File: config.mk
export PLATFORM = sky130hd
export DESIGN_NAME = ci_adc_framer
export DESIGN_NICKNAME = d
export VERILOG_FILES = /design/src/rtl/ci_adc_framer_pkg.sv /design/src/rtl/ci_sync_fifo.sv /design/src/rtl/ci_adc_framer.sv
export SDC_FILE = /design/constraint.sdc
export NUM_CORES = 1
export LEC_CHECK = 0
export CORE_UTILIZATION = 59
export DETAILED_ROUTE_END_ITERATION = 6
export DONT_BUFFER_PORTS = 1
export PLACE_DENSITY = 0.83
export RECOVER_POWER = 25
export SLEW_MARGIN = 20
export SYNTH_ARGS = -nofsm -noshare
export SYNTH_HDL_FRONTEND = slang
export SYNTH_SLANG_ARGS = --single-unit
export TNS_END_PERCENT = 20
File: constraint.sdc
create_clock -name clk -period 4.4 [get_ports clk]
set_clock_uncertainty 0.05 [all_clocks]
set_input_delay 0 -clock clk [delete_from_list [all_inputs] [get_ports clk]]
set_output_delay 0 -clock clk [all_outputs]
set_load 0.02 [all_outputs]
File: src/rtl/ci_adc_framer_pkg.sv
// rtl/ci_adc_framer_pkg.sv - shared constants, FSM states and helpers for ci_adc_framer
// The Hann coefficient helper exists only when CI_FRAMER_WINDOW_EN is defined.
package ci_adc_framer_pkg;

  localparam int DATLEN     = 12;
  localparam int VLEN       = 16;
  localparam int VLEN_LOG2  = 4;
  localparam int FIFO_DEPTH = 4;

  localparam logic [DATLEN-1:0] ADC_MIDSCALE = 12'h800;

  typedef enum logic [1:0] {
    ST_IDLE  = 2'd0,
    ST_ISSUE = 2'd1,
    ST_GAP   = 2'd2
  } state_t;

  // Offset-binary to two's complement is a flip of the MSB.
  function automatic logic [DATLEN-1:0] adc_to_signed(input logic [DATLEN-1:0] s);
    return s ^ ADC_MIDSCALE;
  endfunction

`ifdef CI_FRAMER_WINDOW_EN
  // Periodic 16-point Hann, unsigned Q1.11, peak 1.0 at index 8.
  function automatic logic [DATLEN-1:0] hann_coef(input logic [VLEN_LOG2-1:0] i);
    case (i)
      4'd0:          return 12'h000;
      4'd1,  4'd15:  return 12'h04E;
      4'd2,  4'd14:  return 12'h12C;
      4'd3,  4'd13:  return 12'h278;
      4'd4,  4'd12:  return 12'h400;
      4'd5,  4'd11:  return 12'h588;
      4'd6,  4'd10:  return 12'h6D4;
      4'd7,  4'd9:   return 12'h7B2;
      default:       return 12'h800;
    endcase
  endfunction
`endif

endpackage

File: src/rtl/ci_sync_fifo.sv
// rtl/ci_sync_fifo.sv - small synchronous FIFO with flush, used as the ADC input buffer
module ci_sync_fifo #(
  parameter int DEPTH = 4,
  parameter int WIDTH = 12
) (
  input  logic             clk,
  input  logic             reset_n,
  input  logic             push,
  input  logic             pop,
  input  logic             flush,
  input  logic [WIDTH-1:0] wdata,
  output logic [WIDTH-1:0] rdata,
  output logic             full,
  output logic             empty
);

  localparam int AW = $clog2(DEPTH);

  logic [WIDTH-1:0] mem [DEPTH];
  logic [AW:0]      wr_ptr;
  logic [AW:0]      rd_ptr;

  assign empty = (wr_ptr == rd_ptr);
  assign full  = (wr_ptr[AW] != rd_ptr[AW]) && (wr_ptr[AW-1:0] == rd_ptr[AW-1:0]);
  assign rdata = mem[rd_ptr[AW-1:0]];

  always_ff @(posedge clk) begin
    if (push && !full) mem[wr_ptr[AW-1:0]] <= wdata;
  end

  always_ff @(posedge clk or negedge reset_n) begin
    if (!reset_n) begin
      wr_ptr <= '0;
      rd_ptr <= '0;
    end else if (flush) begin
      wr_ptr <= '0;
      rd_ptr <= '0;
    end else begin
      if (push && !full) wr_ptr <= wr_ptr + (AW+1)'(1);
      if (pop && !empty) rd_ptr <= rd_ptr + (AW+1)'(1);
    end
  end

endmodule

File: src/rtl/ci_adc_framer.sv
// rtl/ci_adc_framer.sv - ADC sample framer feeding the FFT with spaced fft_nd strobes
// Define CI_FRAMER_WINDOW_EN to apply a Hann window (adds one output pipeline stage).
module ci_adc_framer
  import ci_adc_framer_pkg::*;
(
  input  logic                 clk,
  input  logic                 reset_n,
  input  logic                 run,
  input  logic                 adc_valid,
  input  logic [DATLEN-1:0]    adc_data,
  output logic                 adc_ready,
  output logic [0:2*DATLEN-1]  fft_x,
  output logic                 fft_nd,
  output logic                 frame_start,
  output logic [VLEN_LOG2-1:0] frame_idx,
  output logic                 drop_flag
);

  state_t state, state_nxt;

  logic                 alive, draining, start_drain, drain_last;
  logic                 full, empty, push, pop, flush, load;
  logic [DATLEN-1:0]    head;
  logic [VLEN_LOG2-1:0] cnt;
  logic                 iss_nd, iss_start;
  logic [DATLEN-1:0]    iss_re;
  logic [VLEN_LOG2-1:0] iss_idx;
  logic                 out_nd, out_start;
  logic [DATLEN-1:0]    out_re;
  logic [VLEN_LOG2-1:0] out_idx;

  // alive keeps adc_ready low while reset is asserted even if run is already high.
  assign adc_ready   = alive & run & ~full & ~draining;
  assign push        = adc_valid & adc_ready;
  assign start_drain = ~run & ~draining & (cnt != '0);
  assign drain_last  = load & draining & (cnt == VLEN_LOG2'(VLEN - 1));
  assign flush       = (~run & ~draining & (cnt == '0)) | drain_last;

  ci_sync_fifo #(.DEPTH(FIFO_DEPTH), .WIDTH(DATLEN)) u_fifo (
    .clk     (clk),
    .reset_n (reset_n),
    .push    (push),
    .pop     (pop),
    .flush   (flush),
    .wdata   (adc_to_signed(adc_data)),
    .rdata   (head),
    .full    (full),
    .empty   (empty)
  );

  always_ff @(posedge clk or negedge reset_n) begin
    if (!reset_n) state <= ST_IDLE;
    else          state <= state_nxt;
  end

  always_comb begin
    state_nxt = state;
    case (state)
      ST_IDLE, ST_GAP: state_nxt = ((~empty & run) | draining) ? ST_ISSUE : ST_IDLE;
      ST_ISSUE:        state_nxt = ST_GAP;
      default:         state_nxt = ST_IDLE;
    endcase
  end

  // The issued word is captured on entry to ISSUE so fft_nd and fft_x line up.
  always_comb begin
    iss_nd = (state == ST_ISSUE);
    load   = (state_nxt == ST_ISSUE);
    pop    = load & ~empty;
  end

  always_ff @(posedge clk or negedge reset_n) begin
    if (!reset_n) begin
      alive     <= 1'b0;
      draining  <= 1'b0;
      drop_flag <= 1'b0;
      cnt       <= '0;
      iss_re    <= '0;
      iss_idx   <= '0;
      iss_start <= 1'b0;
    end else begin
      alive <= 1'b1;
      if (adc_valid && !adc_ready) drop_flag <= 1'b1;
      if (start_drain)     draining <= 1'b1;
      else if (drain_last) draining <= 1'b0;
      if (load) begin
        iss_re    <= pop ? head : '0;
        iss_idx   <= cnt;
        iss_start <= (cnt == '0);
        cnt       <= cnt + VLEN_LOG2'(1);
      end
    end
  end

`ifdef CI_FRAMER_WINDOW_EN
  localparam int PW = 2*DATLEN + 1;
  localparam logic signed [PW-1:0] SAT_MAX = PW'(2**(DATLEN-1) - 1);
  localparam logic signed [PW-1:0] SAT_MIN = PW'(-(2**(DATLEN-1)));

  logic [DATLEN:0]        coef;
  logic signed [PW-1:0]   prod, rnd, shifted;
  logic [DATLEN-1:0]      win_re;

  always_comb begin
    coef    = {1'b0, hann_coef(iss_idx)};
    prod    = PW'($signed(iss_re)) * PW'($signed(coef));
    rnd     = prod + PW'(1 << (DATLEN - 2));
    shifted = rnd >>> (DATLEN - 1);
    if (shifted > SAT_MAX)      win_re = SAT_MAX[DATLEN-1:0];
    else if (shifted < SAT_MIN) win_re = SAT_MIN[DATLEN-1:0];
    else                        win_re = shifted[DATLEN-1:0];
  end

  always_ff @(posedge clk or negedge reset_n) begin
    if (!reset_n) begin
      out_nd    <= 1'b0;
      out_re    <= '0;
      out_idx   <= '0;
      out_start <= 1'b0;
    end else begin
      out_nd <= iss_nd;
      if (iss_nd) begin
        out_re    <= win_re;
        out_idx   <= iss_idx;
        out_start <= iss_start;
      end
    end
  end
`else
  assign out_nd    = iss_nd;
  assign out_re    = iss_re;
  assign out_idx   = iss_idx;
  assign out_start = iss_start;
`endif

  assign fft_nd      = out_nd;
  assign fft_x       = {out_re, {DATLEN{1'b0}}};
  assign frame_idx   = out_idx;
  assign frame_start = out_nd & out_start;

endmodule

Word-level counts from Yosys, hierarchy flattened:

Memories as Yosys holds them, arrays and structs flattened.
Cells that the tools add are included.

* register bits after elaboration: 32
* RAM bits: 48
* bits of input ports: 16
* output and inout bits: 32
* logic and storage cells: 65
* memories kept: 1

Memory list
* u_fifo.mem: words 4, bits a word 12, read ports 1, clocked after Yosys merged registers in 0, write ports 1, line ci_sync_fifo.sv:19 `logic [WIDTH-1:0] mem [DEPTH];`

* $add $sub $neg: 3
* equal/unequal tests: 7
* mux-type cells: 11
* bitwise gates (word level): 19
* reductions and logical operators: 14

Operator list (number)
* $and A1 B1 Y1: 12
* $mux W12: 1
* $mux W3: 4
* $add A3 B1 Y3 const B: 2
* $reduce_bool A2 Y1: 3
* $mux W1: 5
* $not A1 Y1: 5
* $add A4 B1 Y4 const B: 1
* $eq A2 B1 Y1 const B: 2
* $eq A4 B4 Y1 const B: 1
* $logic_and A1 B1 Y1: 4
* $logic_not A4 Y1: 1
* $pmux W2 S2: 1
* $reduce_bool A4 Y1: 1
* $eq A3 B3 Y1: 1
* $logic_not A1 Y1: 3
* $eq A2 B2 Y1: 1
* $eq A2 B2 Y1 const B: 1
* $logic_not A2 Y1: 1
* $or A1 B1 Y1: 2
* $reduce_or A2 Y1: 1
* $ne A1 B1 Y1: 1

Depth between registers and ports, before layout:

* depth in word-level cells: 11
* depth in mapped cells: 6

By module:

From an unflattened synthesis, not the netlist that was laid out.

* cells, all modules: 226
* area, all modules: 3629.7 µm²

By module, submodules not included
* ci_sync_fifo: times used 1, cells an instance 124, area each 2297.2 µm²
* ci_adc_framer: times used 1, cells an instance 102, area each 1332.5 µm²

Worst setup path after synthesis:

OpenSTA, ideal clock, no wires.

* path kind: register to register
* start: reg u_fifo.rd_ptr[1]
* end: mem u_fifo.mem[3][0] (enable)
* setup time: 0.318 ns
* arrival time: 1.516 ns
* required time: 4.032 ns
* slack: 2.516 ns
* stages on the path, launching flop included: 5
* path buffers: 1
* cells stage by stage: dfrtp_1 -> buf_4 -> xor2_2 -> o311ai_0 -> inv_1

* cells in the longest elaborated chain, start to end: 9
* elaborated cells between the ends (all ways): 10
* those cells by class: 1 x eq/ne; 2 x mux; 4 x bitwise; 3 x reduce/logical

RTL lines
* from (decl): line ci_sync_fifo.sv:21 `logic [AW:0] rd_ptr;`
* from (signal assigned): line ci_sync_fifo.sv:40 `if (pop && !empty) rd_ptr <= rd_ptr + (AW+1)'(1);`
* $eq A2 B2 Y1 (*): line ci_sync_fifo.sv:24 `assign full = (wr_ptr[AW] != rd_ptr[AW]) && (wr_ptr[AW-1:0] == rd_ptr[AW-1:0]);`
* $logic_and A1 B1 Y1 (*): line ci_sync_fifo.sv:24
* $not A1 Y1: line ci_adc_framer.sv:33 `assign adc_ready = alive & run & ~full & ~draining;`
* $and A1 B1 Y1 (2 in a row): line ci_adc_framer.sv:33
* $and A1 B1 Y1: line ci_adc_framer.sv:34 `assign push = adc_valid & adc_ready;`
* $logic_and A1 B1 Y1 (*): line ci_sync_fifo.sv:28 `if (push && !full) mem[wr_ptr[AW-1:0]] <= wdata;`
* $mux W1 (*): line ci_sync_fifo.sv:28
* $mux W1 (implied by the code) (*): line ci_sync_fifo.sv:28
* to (decl): line ci_sync_fifo.sv:19

Mark *: on every way between the ends. The rest lies on a longest branch, timed or not.

Final worst setup path:

* start: reg u_fifo.rd_ptr[1]
* end: reg drop_flag

* cells in the longest elaborated chain, start to end: 7

RTL lines
* $eq A2 B2 Y1: line ci_sync_fifo.sv:24
* $logic_and A1 B1 Y1: line ci_sync_fifo.sv:24
* $not A1 Y1: line ci_adc_framer.sv:33
* $and A1 B1 Y1 (2 in a row): line ci_adc_framer.sv:33
* net adc_ready: line ci_adc_framer.sv:11 `output logic adc_ready,`
* $logic_not A1 Y1: line ci_adc_framer.sv:83 `if (adc_valid && !adc_ready) drop_flag <= 1'b1;`
* $logic_and A1 B1 Y1: line ci_adc_framer.sv:83
* to (signal assigned): line ci_adc_framer.sv:76 `drop_flag <= 1'b0;`
* to (signal assigned): line ci_adc_framer.sv:83
* to (decl): line ci_adc_framer.sv:16 `output logic drop_flag`

The timed path passes the listed nets, and every way through them passes these cells.
A chain may end at the register's enable or synchronous reset.

==> impl_metrics.tcl <==
set metrics [dict create \
    ant_nets 0 \
    rows 27 \
    internal_power_mw 1.50 \
    cts.sinks 80 \
    route.detailed.drc 0 \
    dr.pass1.iters 4 \
    crit_required_ns 4.59 \
    cts_made_buffers 9 \
    hold_viol_final 0 \
    antenna_found_initial 0 \
    p_comb_frac 0.301 \
    synth_top_area_frac 0.410 \
    fin_nets 257 \
    irDropWorstVdd_mv 0.393 \
    avgSynthCellArea_sq_um 16.2 \
    r2r_cells 4 \
    holdWs_ns 0.0483 \
    min_path_cells 3 \
    grt_pass1_wl_mm 9.56 \
    clock_latency_ns 0.36 \
    setup_viol 0 \
    hold_end "u_fifo.rd_ptr[1]$_DFFE_PN0P_" \
    drive_gt1_frac 0.155 \
    grt.total_usage 0.215 \
    dp.cells 278 \
    synth_area_leaders "edfxtp_1 (41%), dfrtp_1 (23%), mux4_2 (7.7%), buf_4 (3.0%), a22o_1 (3.0%)" \
    post_cts_buffers 0 \
    vias 1891 \
    clkTransAtPathRegs_ns 0.08 \
    routed_via_density 6.08 \
    clockBufferDepth 2 \
    num_io_pins 48 \
    outcome "complete, but fails checks" \
    routabilityCongestion 0.775 \
    syn_area_sq_mm 0.00351 \
    initial_core_util 0.626 \
    critPathCaptureType "flip-flop" \
    powerDensity_mw_per_mm2 625 \
    p_sw_mw 0.906 \
    worst-setup-path-type "flip-flop to flip-flop" \
    finalCriticalPeriod_ns 2.86 \
    synth_seq_cells 80 \
    rr_endpoint "drop_flag$_DFFE_PN0P_" \
    cts_tree "yes" \
    die_w_um 79.2 \
    final_cell_area_sq_mm 0.00385 \
    stdcell_count 311 \
    syn2layout_area_growth_pct 9.51 \
    wirelength_mm 5.92 \
    power_frac_clock 0.211 \
    crit_arrival_ns 3.05 \
    drv_slew 33 \
    synth-seq-area-share 0.638 \
    placed_area_sq_mm 0.00350 \
    grt_overflow 0 \
    tightestPinTransition_ns 1.78 \
    grt_max_degree 33 \
    die_y_um 79.2 \
    violations "max-capacitance violations, max-slew violations" \
    synth_ff_type "edfxtp_1" \
    dp_hpwl_mm 3.86 \
    cap_violations 1 \
    clockRootBuffer "clkbuf_8" \
    period_share 0.649 \
    cp_max_fo 17 \
    async_reset_ff_frac 0.400 \
    diodes 0 \
    p_seq_frac 0.488 \
    slew_headroom -0.187 \
    grt_setup_unrepaired "no" \
    wire_per_inst_um 19.0 \
    port_buffers 0 \
    coreArea_sq_mm 0.00561 \
    leakage_nw 1.46 \
    ys_types 48 \
    r2r_start "u_fifo.rd_ptr[1]$_DFFE_PN0P_" \
    grt_pass1_vias 1844 \
    swShare 0.377 \
    cts.htree.levels 3 \
    timing.fmax_ghz 0.350 \
    reg2reg_setup_slack_ns 1.54 \
    syn-instance-count 217 \
    hp-class "input port to flip-flop" \
    startpoint_type "flip-flop" \
    post-route-util 0.686 \
    drtIter0Drc 107 \
    yosys.area.top_type "edfxtp_1" \
    dieArea_sq_mm 0.00627 \
    synth_edf_count 48 \
    fill_cells 389 \
    hp-start "run" \
    setup_tns_ns 0 \
    ys.warnings.count 0 \
]
-- registers in the layout, indices dropped and copies added, names as in the netlist --
register,count
u_fifo.wr_ptr,3
draining,1
u_fifo.mem,48
iss_start,1
state,2
alive,1
u_fifo.rd_ptr,3
cnt,4
frame_idx,4
drop_flag,1
iss_re,12
-- power groups by stage --
| stage | Combinational, mW | Sequential, mW | Clock [mW] |
|---|---|---|---|
| 6_report | 0.724 | 1.17 | 0.507 |
| 5_1_grt | 0.802 | 1.20 | 0.541 |
| 4_1_cts | 0.735 | 1.18 | 0.518 |
| 3_5_place_dp | 0.708 | 1.19 | 0 |
| 3_3_place_gp | 0.675 | 1.19 | 0 |
| 2_1_floorplan | 0.671 | 1.11 | 0 |
-- cells in the final DEF (no fill, tap or decap), types with 2 or more instances in the layout --
master,netlist,layout
edfxtp_1,48,48
dfrtp_1,32,32
dlygate4sd3_1,0,16
inv_1,13,13
conb_1,2,13
mux4_2,12,12
a22o_1,12,12
clkbuf_8,0,9
o221ai_1,7,7
ha_1,7,7
mux2i_1,6,6
xnor2_1,4,4
and2_1,4,4
nand2b_1,4,4
mux2_1,4,4
o311ai_0,3,3
inv_6,0,3
nor2b_1,2,2
nand2_1,2,2
a311oi_1,2,2
o21bai_1,2,2
nand4_1,2,2
o31ai_1,2,2
inv_8,0,2
buf_4,14,2
-- cells in the mapped netlist, drive strengths merged (2+ instances only) --
cell    instances
a22o           12
a311oi          2
a31oi           2
and2            4
buf            20
clkbuf          4
conb            2
dfrtp          32
edfxtp         48
ha              7
inv            13
mux2            5
mux2i           6
mux4           12
nand2           2
nand2b          4
nand4           2
nor2b           2
o21bai          2
o221ai          7
o311ai          3
o31ai           2
xnor2           4
xor2            3
-- layout make-up --
| type | instances | area, sq um | share of cell area |
|---|---|---|---|
| repair buffers | 19 | 179 | 0.0465 |
| flip-flops and latches | 80 | 2240 | 0.583 |
| well taps | 72 | 90.1 | 0.0234 |
| clock inverters | 7 | 61.3 | 0.0159 |
| multi-input cells | 111 | 1100 | 0.286 |
| clock buffers | 9 | 124 | 0.0322 |
| inverters | 13 | 48.8 | 0.0127 |
-- worst max-delay path by stage --
stage                                  from                         end  slack [ns]
6_report       u_fifo.rd_ptr[1]$_DFFE_PN0P_       drop_flag$_DFFE_PN0P_        1.54
2_1_floorplan  u_fifo.rd_ptr[1]$_DFFE_PN0P_  u_fifo.mem[3][0]$_DFFE_PP_        2.52
3_3_place_gp   u_fifo.rd_ptr[1]$_DFFE_PN0P_    frame_idx[3]$_DFFE_PN0N_        1.94
3_5_place_dp   u_fifo.rd_ptr[1]$_DFFE_PN0P_       iss_re[1]$_DFFE_PN0N_        1.87
4_1_cts        u_fifo.rd_ptr[1]$_DFFE_PN0P_       drop_flag$_DFFE_PN0P_        1.56
5_1_grt        u_fifo.rd_ptr[1]$_DFFE_PN0P_       drop_flag$_DFFE_PN0P_        1.43
-- critical path: stages, from the launching register on --
cell	delay [ns]
dfrtp_1	0.85
xnor2_1	0.29
a311oi_1	0.85
o21bai_1	0.12
dlygate4sd3_1	0.59
-- timing repair --
| action | in CTS | in global routing |
|---|---|---|
| endpoints found under the hold margin | 85 | 0 |
| resized for setup | 0 | 0 |
| hold buffers | 17 | 0 |
-- per-stage QoR --
stage	setup WS, ns	total power, mW
after CTS	1.56	2.43
after global placement	1.94	1.86
after floorplan	2.52	1.78
after global routing	1.43	2.54
after detailed placement	1.87	1.90
final	1.54	2.40
-- metal layers --
layer | part of all wire | wire (um) | global-route usage
met1 | 0.42 | 2480 | 0.260
met2 | 0.51 | 3040 | 0.356
met3 | 0.051 | 299 | 0.0713
met4 | 0.016 | 95 | 0.0873
met5 | 0 | 0 | 0
-- logic make-up after synthesis --
group / after synthesis / synth area share
and+or+nand+nor: 23 / 0.0420
buffers and inverters: 37 / 0.0598
muxes: 23 / 0.110
xor gates and xnor gates: 7 / 0.0249
other: 2 / 0.00214
AOI/OAI and AO/OA: 38 / 0.0976
adders and majority gates: 7 / 0.0249
DFF: 80 / 0.638
Note: power is estimated with default switching activity, not from simulation.
